`config.mk`:
```
export PLATFORM = sky130hd
export DESIGN_NAME = hazard_scoreboard
export DESIGN_NICKNAME = d
export VERILOG_FILES = /design/src/rtl/hazard_scoreboard.sv
export SDC_FILE = /design/constraint.sdc
export NUM_CORES = 1
export LEC_CHECK = 0
export ABC_AREA = 1
export BUFFER_PORTS_ARGS = -buffer_cell sky130_fd_sc_hd__buf_2
export CORE_MARGIN = 10
export CORE_UTILIZATION = 57
export DETAILED_ROUTE_END_ITERATION = 8
export PLACE_DENSITY_LB_ADDON = 0.12
export SLEW_MARGIN = 15
export SYNTH_ARGS = -nofsm -noshare
export SYNTH_HDL_FRONTEND = slang
export SYNTH_SLANG_ARGS = --single-unit
```
`constraint.sdc`:
```
create_clock -name clock -period 6.45 [get_ports clock]
set_input_delay 0.9675 -clock clock [delete_from_list [all_inputs] [get_ports clock]]
set_output_delay 0.9675 -clock clock [all_outputs]
set_load 0.01 [all_outputs]
```
`src/rtl/hazard_scoreboard.sv`:
```
// Decode-stage hazard scoreboard for the 5-stage MIPS pipeline: tracks E/M/W writers and the MDU busy window,
// and drives the D stall and the operand forward selects. Optional stall counter: HAZARD_STALL_COUNTER_EN.
module hazard_scoreboard #(
  parameter int unsigned REG_ID_WIDTH = 5,
  parameter int unsigned MUL_CYCLES   = 5,
  parameter int unsigned DIV_CYCLES   = 10
) (
  input  logic                    clock,
  input  logic                    reset,
  input  logic                    decValid,
  input  logic [REG_ID_WIDTH-1:0] decRead1Id,
  input  logic [1:0]              decRead1Stage,
  input  logic [REG_ID_WIDTH-1:0] decRead2Id,
  input  logic [1:0]              decRead2Stage,
  input  logic                    decWriteEnabled,
  input  logic [REG_ID_WIDTH-1:0] decWriteId,
  input  logic [1:0]              decWriteReady,
  input  logic                    decMduUse,
  input  logic                    decMduStart,
  input  logic                    decMduIsDiv,
  output logic                    stall,
  output logic [1:0]              fwdSel1,
  output logic [1:0]              fwdSel2,
  output logic                    mduBusy,
  output logic [31:0]             stallCycles
);

  localparam int unsigned MAX_CYCLES = (DIV_CYCLES > MUL_CYCLES) ? DIV_CYCLES : MUL_CYCLES;
  localparam int unsigned CNT_W      = $clog2(MAX_CYCLES + 1);

  typedef struct packed {
    logic                    valid;
    logic [REG_ID_WIDTH-1:0] id;
    logic [1:0]              ready;
  } entry_t;

  entry_t           ent_e;
  entry_t           ent_m;
  entry_t           ent_w;
  entry_t           dec_ent;
  logic [CNT_W-1:0] mdu_cnt;
  logic [2:0]       op1;
  logic [2:0]       op2;
  logic             mdu_stall;
  logic             issue;

  // Returns {stall, fwd_sel} for one operand against the youngest matching in-flight writer.
  function automatic logic [2:0] lookup(input logic [REG_ID_WIDTH-1:0] id, input logic [1:0] need,
                                        input entry_t e, input entry_t m, input entry_t w);
    logic       hit;
    logic [1:0] p;
    logic [1:0] r;
    logic [2:0] res;
    hit = 1'b0;
    p   = 2'd0;
    r   = 2'd0;
    if (id != '0 && need != 2'd3) begin
      if (e.valid && e.id == id) begin
        hit = 1'b1; p = 2'd1; r = e.ready;
      end else if (m.valid && m.id == id) begin
        hit = 1'b1; p = 2'd2; r = m.ready;
      end else if (w.valid && w.id == id) begin
        hit = 1'b1; p = 2'd3; r = w.ready;
      end
    end
    res[2]   = hit && ((3'(p) + 3'(need)) <= 3'(r));
    res[1:0] = (hit && need == 2'd0 && p > r) ? p : 2'd0;
    return res;
  endfunction

  always_comb begin
    dec_ent       = '0;
    dec_ent.valid = decWriteEnabled && (decWriteId != '0);
    dec_ent.id    = decWriteId;
    dec_ent.ready = decWriteReady;
    op1           = lookup(decRead1Id, decRead1Stage, ent_e, ent_m, ent_w);
    op2           = lookup(decRead2Id, decRead2Stage, ent_e, ent_m, ent_w);
  end

  assign mduBusy   = (mdu_cnt != '0);
  assign mdu_stall = decMduUse && mduBusy;
  assign stall     = decValid && (op1[2] || op2[2] || mdu_stall);
  assign fwdSel1   = decValid ? op1[1:0] : 2'd0;
  assign fwdSel2   = decValid ? op2[1:0] : 2'd0;
  assign issue     = decValid && !stall;

  // Writer pipeline and MDU busy counter; a new start reloads even while counting.
  always_ff @(posedge clock or posedge reset) begin
    if (reset) begin
      ent_e   <= '0;
      ent_m   <= '0;
      ent_w   <= '0;
      mdu_cnt <= '0;
    end else begin
      ent_w <= ent_m;
      ent_m <= ent_e;
      ent_e <= issue ? dec_ent : '0;
      if (issue && decMduStart) begin
        mdu_cnt <= decMduIsDiv ? CNT_W'(DIV_CYCLES) : CNT_W'(MUL_CYCLES);
      end else if (mdu_cnt != '0) begin
        mdu_cnt <= mdu_cnt - CNT_W'(1);
      end
    end
  end

`ifdef HAZARD_STALL_COUNTER_EN
  logic [31:0] stall_cnt;

  always_ff @(posedge clock or posedge reset) begin
    if (reset) begin
      stall_cnt <= '0;
    end else if (stall && stall_cnt != 32'hFFFF_FFFF) begin
      stall_cnt <= stall_cnt + 32'd1;
    end
  end

  assign stallCycles = stall_cnt;
`else
  assign stallCycles = 32'd0;
`endif

endmodule

```
### After elaboration in Yosys (flattened, before gate mapping)

Cells that the tools add are included.

* register bits after elaboration: 28
* input bits: 28
* output and inout port bits: 38
* logic and storage cells: 86

* multiplexer cells: 32
* order comparisons: 4
* add/sub/neg operators: 3
* reductions and logical operators: 29
* eq/ne operators: 8

Operators with widths (number)
* two-way mux 2 bit: 20
* == test 5 bit: 6
* logical AND 1 bit: 19
* nonzero test 5 bit: 3
* two-way mux 4 bit: 3
* two-way mux 1 bit: 8
* two-way mux 8 bit: 1
* adder 2 x 2 -> 3 bit: 2
* <= comparator 3 x 2 -> 1 bit: 2
* > comparator 2 bit: 2
* logical NOT 2 bit: 2
* inequality test 2 bit (second input constant): 2
* nonzero test 4 bit: 1
* subtractor 4 x 1 -> 4 bit (second input constant): 1
* logical OR 1 bit: 2
* nonzero test 2 bit: 1
* logical NOT 1 bit: 1

### Logic depth before layout (Yosys ltp)

* depth after elaboration: 16
* depth in mapped cells: 25
* mapped depth without buffers: 25

### Least setup slack after synthesis

No wires, ideal clock.

* path type: input port to output port
* start point: in decRead1Id[0]
* end point: out stall
* path slack: 2.091 ns
* buffers on the path: 0
* stages: 22
* arrival time: 3.392 ns
* data required time: 5.483 ns
* cell sequence: inv_2 nand2_1 o21ai_0 nor2_1 nand3_2 nor2_2 inv_2 a21oi_2 ha_1 inv_1 fa_1 inv_1 ha_1 inv_1 nor2_1 o21ai_0 nand2_1 nor2_2 nand2_2 nand2_2 nor2_4 nor2_1

* cells in the longest elaborated chain, start to end: 12
* elaborated cells between the ends (all ways): 26
* classes of those cells: add/sub: 1; order compare: 1; eq/ne: 3; mux: 12; reduce/logical: 9

RTL lines
* start: declaration: RTL line 11 `input logic [REG_ID_WIDTH-1:0] decRead1Id,`
* == test 5 bit: RTL line 62 `end else if (w.valid && w.id == id) begin`
* logical AND 1 bit: RTL line 62
* two-way mux 2 bit: RTL line 62
* two-way mux 2 bit: RTL line 60 `end else if (m.valid && m.id == id) begin`
* two-way mux 2 bit: RTL line 58 `if (e.valid && e.id == id) begin`
* two-way mux 2 bit: RTL line 57 `if (id != '0 && need != 2'd3) begin`
* adder 2 x 2 -> 3 bit: RTL line 66 `res[2] = hit && ((3'(p) + 3'(need)) <= 3'(r));`
* <= comparator 3 x 2 -> 1 bit: RTL line 66
* logical AND 1 bit (*): RTL line 66
* logical OR 1 bit (*) (2 in series): RTL line 82 `assign stall = decValid && (op1[2] || op2[2] || mdu_stall);`
* logical AND 1 bit (*): RTL line 82
* end: declaration: RTL line 21 `output logic stall,`

Mark *: on every way between the ends. The rest lies on a longest branch, timed or not.

### Worst setup path in the final report

* start point: in decRead1Id[2]
* end point: out stall

The elaborated chain is that of the path after synthesis.

==> flow_metrics.env <==
export IMPL_status="completed"
export IMPL_powerDensity_mw_per_mm2=191
export IMPL_clock_path_buffers=2
export IMPL_async_flop_share_pct=100
export IMPL_synth_xor_area_share_pct=0.362
export IMPL_hold_violations=0
export IMPL_synth_top_family_by_area="simple AND/OR/NAND/NOR gates"
export IMPL_synthAdderAreaFrac_pct=7.86
export IMPL_grt_usage_pct=14.7
export IMPL_clk_latency_ns=0.28
export IMPL_synth_edf_count=0
export IMPL_max_freq_mhz=209
export IMPL_wl_met3_um=497
export IMPL_antenna_found_initial=0
export IMPL_reg2reg_from="ent_w[5]"
export IMPL_cts_sinks=28
export IMPL_multi_input_area_mm2=0.00133
export IMPL_final_common_cell="nand2_1"
export IMPL_drt_iter0_drc=132
export IMPL_regArea_um2=701
export IMPL_core_area_mm2=0.00406
export IMPL_end_kind="output pin"
export IMPL_drive_gt1_share_pct=22.5
export IMPL_synth_area_mux_share_pct=0
export IMPL_rsz0062_at_grt="false"
export IMPL_hold_end="ent_m[0]"
export IMPL_vias=2040
export IMPL_fin_ws_ns=1.67
export IMPL_period_share_pct=74.1
export IMPL_die_area_mm2=0.00725
export IMPL_num_fill_cells=395
export IMPL_nNetsFinal=426
export IMPL_drcViolationCount=0
export IMPL_grt_pass1_vias=2087
export IMPL_stdcell_count=433
export IMPL_grt_max_degree=29
export IMPL_drtAntennaViolNets=0
export IMPL_wl_met2_mm=2.41
export IMPL_syn_area_per_cell_um2=6.98
export IMPL_io_pins=66
export IMPL_top_layer="met4"
export IMPL_wirelength_mm=5.30
export IMPL_design_power_total_mw=0.494
export IMPL_cts_htree_levels=1
export IMPL_dp_hpwl_mm=4.54
export IMPL_synthSimpleGateAreaFrac_pct=34.1
export IMPL_cts_tree="done"
export IMPL_drv_cap=0
export IMPL_cts_root_buf="clkbuf_8"
export IMPL_tightest_slew_ns=1.03
export IMPL_gp_congestion=0.861
export IMPL_layout_common_cells="96 x nand2_1, 59 x inv_1, 33 x buf_2"
export IMPL_yosysTopAreaCell="dfrtp_1"
export IMPL_die_h_um=85.2
export IMPL_r2r_slack_ns=3.26
export IMPL_dp_cells=429
export IMPL_port_buffer_count=33
export IMPL_start_util_pct=59.7
export IMPL_fin_area_mm2=0.00258
export IMPL_yosys_top_cells_area="dfrtp_1 29%, nand2_1 15%, buf_4 9.9%, inv_1 9.3%, ha_1 6.2%"
export IMPL_synthCells=347
export IMPL_path_clk_slew_ns=0.10
export IMPL_die_w_um=85.2
export IMPL_required_ns=5.48
export IMPL_min_delay_start="ent_e[0]"
export IMPL_ir_drop_v=0.000128
export IMPL_yosysWarnings=0
export IMPL_n_antenna_cell=0
export IMPL_synth_distinct_cells=32
export IMPL_synth_top_area_share_pct=28.9
export IMPL_syn2layout_area_growth_pct=6.56
export IMPL_hold_path_class="reg2reg"
export IMPL_num_rows=23
export IMPL_timing_rr_end="mdu_cnt[1]"
export IMPL_synthFlopType="dfrtp_1"
export IMPL_cts_buffers=3
export IMPL_maxSlewHeadroom_pct=31.0
export IMPL_wl_per_cell_um=12.2
export IMPL_cts_resized_gates=0
export IMPL_worstRegToRegCells=24
export IMPL_drt_first_pass_iters=5
export IMPL_synth_area_mm2=0.00242
export IMPL_wl_met1_mm=2.30
export IMPL_p_leak_nw=1.52
export IMPL_whs_ns=0.385
export IMPL_vias_per_cell=4.71
export IMPL_hold_buffers=0
export IMPL_finalSetupViolCount=0
export IMPL_dp_slack_ns=1.69
export IMPL_grt_pass1_wl_mm=9.06
export IMPL_placed_area_mm2=0.00252
export IMPL_synth_compound_area_share_pct=7.65
export IMPL_fin_util_pct=63.6
export IMPL_critPathArrivalTime_ns=3.81
export IMPL_crit_fanout=5
export IMPL_yosysSeqAreaShare_pct=28.9
export IMPL_tns_ns=0
export IMPL_synth_seq_cells=28
export IMPL_gr_total_overflow=0
export IMPL_whs_path_depth=0
export IMPL_skew_ns=0.00152
export IMPL_worstSetupPathType="in2out"
export IMPL_critPathLaunchType="primary input"
export IMPL_drv_slew=0
export IMPL_post_route_min_period_ns=4.78
export IMPL_cts_setup_buffers=0
[power breakdown]
part	internal, mW	leakage, nW	total (mW)	switching [mW]
clock network	0.0548	0.0288	0.111	0.0566
registers	0.199	0.369	0.218	0.0185
logic	0.0605	1.13	0.165	0.104
total	0.315	1.52	0.494	0.179
[flip-flops by register name (all words and copies together), names as in the netlist]
| signal | count |
|---|---|
| mdu_cnt | 4 |
| ent_w | 8 |
| ent_m | 8 |
| ent_e | 8 |
[logic make-up after synthesis]
logic type | count (synthesis)
compound gates | 27
xor+xnor | 1
fa+ha+maj | 14
buf+inv | 103
flops | 28
other cells | 1
simple gates | 173
[cell type report]
cell class | count | share of cell area, %
well taps | 50 | 2.42
repair buffers | 33 | 6.40
multi-input cells | 247 | 51.6
flip-flops and latches | 28 | 27.2
clock buffers | 4 | 2.13
inverters | 71 | 10.3
[cell usage after synthesis, types with 2 or more instances]
| library cell | instances |
|---|---|
| a21oi_1 | 7 |
| a21oi_2 | 3 |
| buf_4 | 32 |
| dfrtp_1 | 28 |
| fa_1 | 2 |
| ha_1 | 12 |
| inv_1 | 60 |
| inv_2 | 11 |
| nand2_1 | 96 |
| nand2_2 | 3 |
| nand3_1 | 8 |
| nand3_2 | 10 |
| nor2_1 | 32 |
| nor2_2 | 12 |
| nor2_4 | 2 |
| nor3_1 | 3 |
| o211ai_1 | 4 |
| o21ai_0 | 6 |
| o21ai_1 | 3 |
[how the worst max path moves through the flow]
stage	start	endpoint	slack, ns	depth (start not counted)
2_1_floorplan	decRead1Id[0]	stall	2.09	22
3_3_place_gp	decRead1Id[4]	stall	1.74	24
3_5_place_dp	decRead1Id[2]	stall	1.69	24
4_1_cts	decRead1Id[2]	stall	1.68	24
5_1_grt	decRead1Id[2]	stall	1.32	24
6_report	decRead1Id[2]	stall	1.67	24
[layer usage]
metal  track usage (%)  vias to the layer above
met5                 0                        -
met4              4.79                        0
met3              4.78                        9
met2              24.0                       72
met1              17.7                      897
li1                  -                     1062
[worst max-delay path, stage by stage]
cell and delay, ns:
buf_2 0.14, inv_1 0.08, nand2_1 0.07, nand2_1 0.04, nor2_1 0.12, nand3_2 0.13
nor2_2 0.15, inv_2 0.05, a21oi_2 0.15, ha_1 0.17, inv_1 0.05, fa_1 0.48
inv_1 0.05, ha_1 0.29, inv_1 0.06, nor2_1 0.03, o21ai_0 0.13, nand2_1 0.08
nor2_2 0.16, nand2_2 0.07, nand2_2 0.07, nor2_4 0.07, nor2_1 0.07, buf_2 0.13
(Power assumes the default switching activity.)
